===== config.mk =====
export PLATFORM = sky130hd
export DESIGN_NAME = core_run_controller
export DESIGN_NICKNAME = d
export VERILOG_FILES = /design/src/rtl/core_run_controller.sv
export SDC_FILE = /design/constraint.sdc
export NUM_CORES = 1
export LEC_CHECK = 0
export ABC_AREA = 1
export BUFFER_PORTS_ARGS = -buffer_cell sky130_fd_sc_hd__buf_2
export CORE_ASPECT_RATIO = 1.75
export CORE_UTILIZATION = 40
export CTS_CLUSTER_DIAMETER = 50
export DETAILED_ROUTE_END_ITERATION = 10
export GPL_ROUTABILITY_DRIVEN = 0
export GPL_TIMING_DRIVEN = 0
export HOLD_SLACK_MARGIN = 0.02
export PLACE_DENSITY_LB_ADDON = 0.12
export SYNTH_ARGS = -nofsm -noshare
export SYNTH_HDL_FRONTEND = slang
export SYNTH_SLANG_ARGS = --single-unit
export TNS_END_PERCENT = 100

===== constraint.sdc =====
create_clock -name clk -period 2.62 [get_ports clk]
set_input_delay 0.262 -clock clk [delete_from_list [all_inputs] [get_ports clk]]
set_output_delay 0.262 -clock clk [all_outputs]
set_load 0.01 [all_outputs]

===== src/rtl/core_run_controller.sv =====
// Run-control sequencer: program load into IMEM, PC gating (run/halt/step), EBREAK detect, retire count.
// Optional RUN-cycle watchdog is compiled in with `define WATCHDOG_EN.
//
// state  | meaning
// IDLE   | waiting for a program load or a start
// LOAD   | accepting program words into IMEM
// RUN    | PC advances every cycle until halt_req, EBREAK or watchdog
// STEP   | one instruction while halted, then back to HALTED
// HALTED | PC frozen; step or start to continue
module core_run_controller #(
  parameter int IMEM_WORDS = 256,
  parameter int ADDR_W     = 8,
  parameter int MAX_CYCLES = 100000
) (
  input  logic              clk,
  input  logic              reset,
  input  logic              start,
  input  logic              step,
  input  logic              halt_req,
  input  logic              load_valid,
  output logic              load_ready,
  input  logic [31:0]       load_data,
  input  logic              load_last,
  output logic              imem_we,
  output logic [ADDR_W-1:0] imem_waddr,
  output logic [31:0]       imem_wdata,
  input  logic [31:0]       instruction,
  output logic              pc_en,
  output logic              pc_clear,
  output logic [2:0]        state,
  output logic [1:0]        halt_cause,
  output logic [31:0]       retired,
  output logic              load_ovf
);

  typedef enum logic [2:0] {
    S_IDLE   = 3'd0,
    S_LOAD   = 3'd1,
    S_RUN    = 3'd2,
    S_STEP   = 3'd3,
    S_HALTED = 3'd4
  } state_t;

  localparam logic [31:0]       EBREAK    = 32'h00100073;
  localparam logic [ADDR_W-1:0] LAST_ADDR = ADDR_W'(IMEM_WORDS - 1);
  localparam logic [ADDR_W-1:0] ONE_ADDR  = {{(ADDR_W-1){1'b0}}, 1'b1};

  state_t            state_q, state_d;
  logic [ADDR_W-1:0] wcnt_q, wcnt_d;
  logic              loaded_q, loaded_d;
  logic              imem_we_q, imem_we_d;
  logic [ADDR_W-1:0] imem_waddr_q, imem_waddr_d;
  logic [31:0]       imem_wdata_q, imem_wdata_d;
  logic              pc_clear_q, pc_clear_d;
  logic [1:0]        halt_cause_q, halt_cause_d;
  logic [31:0]       retired_q, retired_d;
  logic              load_ovf_q, load_ovf_d;

  logic is_ebreak;
  logic accept;
  logic wdog_clr;
  logic wdog_hit;

  assign is_ebreak  = (instruction == EBREAK);
  assign load_ready = (state_q == S_IDLE) || (state_q == S_LOAD);
  assign accept     = load_valid && load_ready;
  assign pc_en      = ((state_q == S_RUN) || (state_q == S_STEP)) && !is_ebreak;

  always_comb begin
    state_d      = state_q;
    wcnt_d       = wcnt_q;
    loaded_d     = loaded_q;
    imem_we_d    = 1'b0;
    imem_waddr_d = imem_waddr_q;
    imem_wdata_d = imem_wdata_q;
    pc_clear_d   = 1'b0;
    halt_cause_d = halt_cause_q;
    retired_d    = retired_q;
    load_ovf_d   = load_ovf_q;
    wdog_clr     = 1'b0;

    if (pc_en && (retired_q != 32'hFFFF_FFFF)) retired_d = retired_q + 32'd1;

    case (state_q)
      S_IDLE: begin
        if (accept) begin
          // A beat in IDLE always starts a fresh program at address 0.
          imem_we_d    = 1'b1;
          imem_waddr_d = '0;
          imem_wdata_d = load_data;
          wcnt_d       = ONE_ADDR;
          loaded_d     = load_last;
          state_d      = load_last ? S_IDLE : S_LOAD;
        end else if (start && loaded_q) begin
          pc_clear_d   = 1'b1;
          retired_d    = '0;
          halt_cause_d = 2'd0;
          wdog_clr     = 1'b1;
          state_d      = S_RUN;
        end
      end
      S_LOAD: begin
        if (accept) begin
          imem_we_d    = 1'b1;
          imem_waddr_d = wcnt_q;
          imem_wdata_d = load_data;
          wcnt_d       = wcnt_q + ONE_ADDR;
          if (load_last || (wcnt_q == LAST_ADDR)) begin
            state_d  = S_IDLE;
            loaded_d = 1'b1;
            if (!load_last) load_ovf_d = 1'b1;
          end
        end
      end
      S_RUN: begin
        if (halt_req) begin
          halt_cause_d = 2'd1;
          state_d      = S_HALTED;
        end else if (is_ebreak) begin
          halt_cause_d = 2'd2;
          state_d      = S_HALTED;
        end else if (wdog_hit) begin
          halt_cause_d = 2'd3;
          state_d      = S_HALTED;
        end
      end
      S_STEP: begin
        if (is_ebreak) halt_cause_d = 2'd2;
        state_d = S_HALTED;
      end
      S_HALTED: begin
        if (halt_req) begin
          state_d = S_HALTED;
        end else if (step) begin
          state_d = S_STEP;
        end else if (start) begin
          halt_cause_d = 2'd0;
          wdog_clr     = 1'b1;
          state_d      = S_RUN;
        end
      end
      default: state_d = S_IDLE;
    endcase
  end

  always_ff @(posedge clk or negedge reset) begin
    if (!reset) begin
      state_q      <= S_IDLE;
      wcnt_q       <= '0;
      loaded_q     <= 1'b0;
      imem_we_q    <= 1'b0;
      imem_waddr_q <= '0;
      imem_wdata_q <= '0;
      pc_clear_q   <= 1'b0;
      halt_cause_q <= 2'd0;
      retired_q    <= '0;
      load_ovf_q   <= 1'b0;
    end else begin
      state_q      <= state_d;
      wcnt_q       <= wcnt_d;
      loaded_q     <= loaded_d;
      imem_we_q    <= imem_we_d;
      imem_waddr_q <= imem_waddr_d;
      imem_wdata_q <= imem_wdata_d;
      pc_clear_q   <= pc_clear_d;
      halt_cause_q <= halt_cause_d;
      retired_q    <= retired_d;
      load_ovf_q   <= load_ovf_d;
    end
  end

`ifdef WATCHDOG_EN
  localparam logic [31:0] WDOG_LIMIT = 32'(MAX_CYCLES - 1);

  logic [31:0] wdog_q, wdog_d;

  assign wdog_hit = (state_q == S_RUN) && (wdog_q == WDOG_LIMIT);

  always_comb begin
    wdog_d = wdog_q;
    if (wdog_clr)                wdog_d = '0;
    else if (state_q == S_RUN)   wdog_d = wdog_q + 32'd1;
  end

  always_ff @(posedge clk or negedge reset) begin
    if (!reset) wdog_q <= '0;
    else        wdog_q <= wdog_d;
  end
`else
  logic unused_wdog;

  assign wdog_hit    = 1'b0;
  assign unused_wdog = wdog_clr ^ (MAX_CYCLES == 0);
`endif

  assign imem_we    = imem_we_q;
  assign imem_waddr = imem_waddr_q;
  assign imem_wdata = imem_wdata_q;
  assign pc_clear   = pc_clear_q;
  assign state      = state_q;
  assign halt_cause = halt_cause_q;
  assign retired    = retired_q;
  assign load_ovf   = load_ovf_q;

endmodule


## Word-level counts from Yosys, hierarchy flattened

Index checks and enable logic that the tools add are counted.

| storage, ports and cells | value |
|---|---|
| flip-flop bits (word level) | 89 |
| bits in latches | 0 |
| memory bits (writable) | 0 |
| bits in read-only memories | 0 |
| output and inout port bits | 82 |
| memories | 0 |

| cells by class | value |
|---|---|
| $add $sub $neg | 2 |
| $mul | 0 |
| div/mod/pow operators | 0 |
| order comparisons | 0 |
| equal/unequal tests | 18 |
| shift operators | 0 |
| mux-type cells | 38 |
| bitwise operators | 1 |
| reduce and logical (&&, ||, !) cells | 18 |

Operator list:

| operator | number |
|---|---|
| 32-bit 2-to-1 mux | 4 |
| 32-bit by 1-bit adder with 32-bit output (second input constant) | 1 |
| 32-bit by 21-bit equality test with 1-bit output (second input constant) | 1 |
| 8-bit 2-to-1 mux | 4 |
| 32-bit inequality test (second input constant) | 1 |
| 8-bit case mux with 2 select lines | 2 |
| 3-bit 2-to-1 mux | 9 |
| 3-bit case mux with 5 select lines | 1 |
| 2-bit 2-to-1 mux | 7 |
| 2-bit inequality test (second input constant) | 6 |
| 1-bit 2-to-1 mux | 9 |
| 8-bit by 1-bit adder with 8-bit output (second input constant) | 1 |
| 8-bit equality test (second input constant) | 1 |
| 2-bit case mux with 4 select lines | 1 |
| 4-bit AND reduction | 2 |
| 3-bit by 2-bit equality test with 1-bit output (second input constant) | 2 |
| 6-bit AND reduction | 1 |
| 5-bit AND reduction | 1 |
| 1-bit logical AND | 4 |
| 2-bit by 1-bit inequality test with 1-bit output (second input constant) | 2 |
| 4-bit inequality test (second input constant) | 1 |
| 4-bit nonzero test | 1 |
| 3-bit by 1-bit equality test with 1-bit output (second input constant) | 1 |
| 3-bit equality test (second input constant) | 1 |
| 11 further kinds | 13 |

## Logic depth before layout (Yosys ltp)

Gate-level depths: netlist (run 1).

| logic depth | value |
|---|---|
| depth in word-level cells | 8 |
| mapped depth | 13 |
| depth with buffers taken out | 10 |

## Least setup slack after synthesis (run 1)

OpenSTA, ideal clock, no wires.

| timing | value |
|---|---|
| kind | reg2reg |
| from | register retired_q[0] (netlist: retired[0]) |
| to | register retired_q[21] (netlist: retired[21]) |
| arrival | 1.700 ns |
| setup slack | 0.799 ns |
| cell stages (with the launch flop) | 14 |
| path buffers | 3 |
| path through | dfrtp_1 > ha_1 > buf_2 > nand2_2 > nor2_4 > nand2_2 > nor2_2 > nand2_2 > buf_6 > buf_6 > nand4_1 > nand2_1 > inv_1 > nor2_1 |

| between the ends | value |
|---|---|
| word-level cells in the longest chain between the ends | 6 |
| elaborated cells between the ends (all ways) | 7 |

RTL lines:

| item | line | RTL |
|---|---|---|
| from (decl) | 56 | `logic [31:0] retired_q, retired_d;` |
| from (signal assigned) | 167 | `retired_q <= retired_d;` |
| parallel branches: the longest is 2 deep, another holds 32-bit by 1-bit adder with 32-bit output | - |  |
| 32-bit 2-to-1 mux * | 82 | `if (pc_en && (retired_q != 32'hFFFF_FFFF)) retired_d = retired_q + 32'd1;` |
| 32-bit 2-to-1 mux | 94 | `end else if (start && loaded_q) begin` |
| 32-bit 2-to-1 mux | 86 | `if (accept) begin` |
| 32-bit 2-to-1 mux * | 84 | `case (state_q)` |
| named net retired_d[21] | 56 |  |

Mark *: on every way through the listed nets, which the timed path passes.
A chain may end at the register's enable or synchronous reset.

## Worst setup path in the final report (run 1)

| timing | value |
|---|---|
| from | register state_q[2] (netlist: state[2]) |
| to | output pc_en |

| between the ends | value |
|---|---|
| word-level cells in the longest chain between the ends | 3 |
| elaborated cells between the ends (all ways) | 4 |

RTL lines:

| item | line | RTL |
|---|---|---|
| from (decl) | 48 | `state_t state_q, state_d;` |
| from (signal assigned) | 159 | `state_q <= state_d;` |
| 3-bit by 2-bit equality test with 1-bit output | 67 | `assign pc_en = ((state_q == S_RUN) \|\| (state_q == S_STEP)) && !is_ebreak;` |
| 1-bit logical OR * | 67 |  |
| 1-bit logical AND * | 67 |  |
| to (decl) | 28 | `output logic pc_en,` |

Mark *: on every way between the ends. The rest lies on a longest branch, timed or not.

==> metrics.cfg, run 1 <==
[logic_synthesis]
synth_nets=815
yosysUniqueCellTypes=29
synthCells=742
synth-seq-cells=89
yosysWarnings=0
synth-edff-count=0
async_flop_share=1.00
dominantRegCellSynth=dfrtp_1
ys_seq_area_frac=0.446
avgSynthCellArea_um2=6.73
netlist_area_mm2=0.00499

[cts]
h-tree-depth=3
cts_tree=yes
cts-root-buf=clkbuf_16
clock_latency_ns=0.34
cts.clk_slew.worst_paths_ns=0.07
clock_path_buffers=2
cts.sinks=89
numCtsBuffers=9

[floorplan]
rows=53
die_x_um=86.4
die_h_um=150
dieArea_mm2=0.0129
io_pins=153
core_mm2=0.0121
initial_core_util=0.414

[timing]
setup_ws_ns=0.436
skew_ns=0.00843
hold_violations=0
rsz0062_at_grt=false
finalCriticalPeriod_ns=2.18
setup_tns_ns=0
maxSlewViolCount=0
worst_slew_pin_slew_ns=0.567
finalSetupViolCount=0
min_period_over_period=0.834
clock.fmax_ghz=0.458
slew_headroom=0.622

[finish]
fin_util=0.523
drive_gt1_frac=0.211
num_antenna_cells=0
synthToLayoutAreaGrowth_pct=26.5
final_common_cell=nand2_1
layout.nets=980
final_cell_mix=277 x nand2_1, 153 x buf_2, 132 x nor2_1, 89 x dfrtp_1, 82 x inv_1
final_cell_area_mm2=0.00631
nFillCells=1273

[grt]
grtUsageTotal=0.232
grt_pass1_wl_mm=23.5
grt_pass1_vias=5116
grt_antenna_before_repair=0
overflow=0
grt_max_degree=67

[critical_path]
crit_type=reg -> out
worstReg2RegEnd=retired[26]$_DFF_PN0_
cp.arrival_ns=1.92
timing.rr.start=retired[0]$_DFF_PN0_
cp_slowest_cell=dfrtp_1
cp-start-kind=flop
r2r_setup_slack_ns=0.50
cp.required_ns=2.36
critPathBufInv=3
cp_cell_sequence=inv_1 -> nand2_1 -> nor2_1 -> buf_1 -> buf_2
crit_path_max_incr_delay_ns=0.44
critPathCaptureType=primary output
reg2reg_depth=9
worstPathMaxFanout=10
crit_family=buffers and inverters

[route]
dr.first_iter.drc_count=286
vias_per_cell=4.81
route.detailed.drc=0
ant_nets=0
first_pass_iters=5
routed_wl_mm=14.2
avgRoutedWirePerCell_um=13.2
vias=5178

[worst_hold_path]
holdPathStages=3
min_from=load_data[8]
min_path_type=in -> reg
min_to=imem_wdata[8]$_DFFE_PN0P_

[pwr]
switching_power_mw=2.22
pwr-share-clk=0.250
p_leak_nw=3.26
power_frac_seq=0.379
p_sw_frac=0.394
intPower_mw=3.41
p_per_area_mw_per_mm2=891
ir_drop_v=0.000538
combPwrFrac=0.371

[flow_run]
timing.max_cap.violations=0

[placed_design]
dpl.hpwl_mm=11.2
place_ws_ns=0.497
port_buffers=152
placed_area_mm2=0.00599

[outcome]
status=completed

-- area by class of cell --
type | instances | area [µm²] | area share
clock buffer | 9 | 225 | 0.0357
buffer | 24 | 130 | 0.0206
sequential | 89 | 2230 | 0.353
timing repair buffer | 154 | 801 | 0.127
inverter | 87 | 327 | 0.0517
multi-input combinational | 542 | 2310 | 0.365
clock inverter | 6 | 91.3 | 0.0145
tap | 165 | 206 | 0.0327
-- layer usage --
metal	track usage	wire, µm	up-vias
met5	0	0	-
met4	0.101	403	0
met3	0.0485	664	24
met2	0.433	7680	141
met1	0.245	5450	2398
li1	-	-	2615
-- cell usage after synthesis (6+ instances only) --
master,instances,area share
nor2_1,132,0.099
nand2_1,277,0.21
a21oi_1,21,0.021
nor2_2,7,0.0088
clkbuf_1,10,0.0075
buf_1,7,0.0053
o21ai_0,24,0.024
inv_1,82,0.062
nor3_1,6,0.0060
nand3_1,34,0.034
nand4_1,23,0.029
dfrtp_1,89,0.45
-- state kept, by name (all words and copies together), names as in the netlist --
register and flops:
wcnt_q 8, loaded_q 1, imem_waddr 8, pc_clear 1, load_ovf 1, retired 32, halt_cause 2, imem_we 1
state 3, imem_wdata 32
-- what timing repair did --
action	in CTS	in global routing
hold buffers	1	0
hold endpoints to repair	23	0
endpoints found under the setup margin	0	0
gates resized for setup	0	0
setup buffers	0	0
-- power groups by stage --
stage / sequential (mW) / combinational [mW] / clock [mW]
after floorplan: 2.29 / 1.09 / 0
after global placement: 2.13 / 2.07 / 0
after detailed placement: 2.14 / 2.12 / 0
after CTS: 2.13 / 2.12 / 1.43
after global routing: 2.20 / 2.38 / 1.49
final: 2.13 / 2.09 / 1.41
-- stage by stage --
stage | std cells | hold slack [ns] | total power, mW
CTS | 1076 | 0.104 | 5.68
global route | 1076 | 0.116 | 6.07
detailed placement | 1060 | 0.197 | 4.26
global placement | 1059 | 0.452 | 4.21
floorplan | 742 | -0.0336 | 3.38
finish | 1076 | 0.112 | 5.63
-- kinds of logic (layout without fill, tap and decap cells) --
| logic type | after synthesis | after routing | share of synthesized area |
|---|---|---|---|
| xor+xnor | 2 | 2 | 0.00351 |
| simple gates | 485 | 485 | 0.397 |
| compound gates | 53 | 53 | 0.0567 |
| buf+inv | 111 | 280 | 0.0915 |
| fa+ha+maj | 2 | 2 | 0.00501 |
| flops | 89 | 89 | 0.446 |
-- worst max-delay path by stage --
stage	startpoint	to	depth (start not counted)
5_1_grt	state[2]$_DFFE_PN0P_	pc_en	5
2_1_floorplan	retired[0]$_DFF_PN0_	retired[21]$_DFF_PN0_	13
3_3_place_gp	reset	imem_wdata[11]$_DFFE_PN0P_	1
4_1_cts	state[2]$_DFFE_PN0P_	pc_en	5
3_5_place_dp	retired[0]$_DFF_PN0_	retired[27]$_DFF_PN0_	9
6_report	state[2]$_DFFE_PN0P_	pc_en	5
-- worst min-delay path, cell delays in order --
cell	delay, ns
buf_2	0.07
nand2_1	0.04
nand2_1	0.04
Power figures use the tool's default switching activity.
==> run 2, diff against run 1 <==
Clock period 2.62 ns to 2.15 ns, I/O delays scaled along.
==> metrics.cfg, run 2 (synthesis results as in run 1) <==
[outcome]
status=completed  ; unchanged

[route]
ant_nets=0  ; unchanged
first_pass_iters=5  ; unchanged
vias=5182  ; was 5178
vias_per_cell=4.81  ; about the same
avgRoutedWirePerCell_um=13.2  ; about the same
route.detailed.drc=0  ; unchanged
routed_wl_mm=14.2  ; about the same
dr.first_iter.drc_count=261  ; was 286

[critical_path]
critPathCaptureType=primary output  ; unchanged
cp-start-kind=flop  ; unchanged
crit_type=reg -> out  ; unchanged
worstPathMaxFanout=10  ; unchanged
cp.arrival_ns=1.78  ; was 1.92 ns
cp.required_ns=1.93  ; was 2.36 ns

[floorplan]
core_mm2=0.0121  ; unchanged
dieArea_mm2=0.0129  ; unchanged
io_pins=153  ; unchanged
die_x_um=86.4  ; unchanged
rows=53  ; unchanged
die_h_um=150  ; unchanged
initial_core_util=0.414  ; unchanged

[cts]
clock_latency_ns=0.35  ; was 0.34 ns
cts-root-buf=clkbuf_16  ; unchanged
cts.sinks=89  ; unchanged
h-tree-depth=3  ; unchanged
clock_path_buffers=2  ; unchanged
cts_tree=yes  ; unchanged
numCtsBuffers=9  ; unchanged
cts.clk_slew.worst_paths_ns=0.07  ; about the same

[timing]
skew_ns=0.00834  ; was 0.00843 ns
worst_slew_pin_slew_ns=0.469  ; was 0.567 ns
hold_violations=0  ; unchanged
min_period_over_period=0.928
rsz0062_at_grt=false  ; unchanged
clock.fmax_ghz=0.501
maxSlewViolCount=0  ; unchanged
finalCriticalPeriod_ns=1.99
slew_headroom=0.688  ; was 0.622
finalSetupViolCount=0  ; unchanged

[pwr]
power.total_mw=6.88  ; was 5.63 mW
p_leak_nw=3.28  ; was 3.26 nW
ir_drop_v=0.000656  ; was 0.000538 V
p_per_area_mw_per_mm2=1090  ; was 891 mW/mm²

[finish]
final_cell_mix=277 x nand2_1, 153 x buf_2, 131 x nor2_1, 88 x dfrtp_1, 82 x inv_1  ; was 277 x nand2_1, 153 x buf_2, 132 x nor2_1, 89 x dfrtp_1, 82 x inv_1
drive_gt1_frac=0.216  ; was 0.211
num_antenna_cells=0  ; unchanged
layout.nets=981  ; was 980
synthToLayoutAreaGrowth_pct=27.1  ; was 26.5%
final_common_cell=nand2_1  ; unchanged
fin_cells=1077  ; was 1076

[flow_run]
timing.max_cap.violations=0  ; unchanged

[grt]
grtUsageTotal=0.232  ; unchanged
grt_max_degree=67  ; unchanged
grt_antenna_before_repair=0  ; unchanged
overflow=0  ; unchanged
grt_pass1_wl_mm=23.5  ; unchanged
grt_pass1_vias=5116  ; unchanged

[placed_design]
port_buffers=152  ; unchanged
dpl.hpwl_mm=11.2  ; unchanged
dp.cells=1060  ; unchanged

[worst_hold_path]
min_path_type=in -> reg  ; unchanged

## run 2: cell count changes in the layout (fill, tap and decap cells not counted), sizes merged
| cell | delta |
|---|---|
| clkbuf | +1 |
## run 2: worst max-delay path: stages (launching register included)
cell	delay, ns
dfrtp_1	0.44
inv_1	0.09
nand2_1	0.13
nor2_1	0.29
clkbuf_2	0.31
buf_2	0.18
## run 2: report_power, final
group	total, mW	switching [mW]	internal [mW]
combinational	2.57	1.62	0.950
sequential	2.60	0.396	2.20
clock	1.72	0.695	1.02
## run 2: cell type report
type,instances,area (µm²)
Fill cell,1272,5730
Multi-Input combinational cell,542,2320
Sequential cell,89,2230
Timing Repair Buffer,155,808
Inverter,87,327
Clock buffer,9,225
Tap cell,165,206
Buffer,24,133
Clock inverter,6,91.3
## run 2: final timing paths
kind	slack, ns	depth (start not counted)	end	from
max reg2reg	0.16	13	retired[22]$_DFF_PN0_	retired[0]$_DFF_PN0_
max in group asynchronous	1.19	3	imem_wdata[9]$_DFFE_PN0P_	reset
max	0.16	5	pc_en	state[2]$_DFFE_PN0P_
min	0.06	3	imem_wdata[8]$_DFFE_PN0P_	load_data[8]
min reg2reg	0.47	2	imem_wdata[6]$_DFFE_PN0P_	imem_wdata[6]$_DFFE_PN0P_
min in group asynchronous	0.32	2	retired[5]$_DFF_PN0_	reset
## run 2: routing by layer
metal	wire [µm]	up-vias	GRT usage
li1	-	2623	-
met1	5470	2380	0.245
met2	7620	151	0.433
met3	693	28	0.0485
met4	434	0	0.101
met5	0	-	0
## run 2: per-stage QoR
step | worst slack (ns) | utilization | instance area, µm² | TNS, ns | hold slack [ns]
4_1_cts | 0.00273 | 0.523 | 6310 | 0 | 0.0569
3_3_place_gp | -0.0271 | 0.494 | 5960 | -1.63 | 0.410
2_1_floorplan | 0.329 | - | 4990 | 0 | -0.0806
5_1_grt | 0.00339 | 0.526 | 6340 | 0 | 0.0694
3_5_place_dp | 0.0268 | 0.496 | 5990 | 0 | 0.150
6_report | 0.156 | 0.526 | 6340 | 0 | 0.0631
## run 2: what timing repair did
item	CTS	global route
resized for setup	0	7
setup endpoints to repair	0	32
hold endpoints to repair	23	0
setup buffers	0	1
hold buffers	1	0
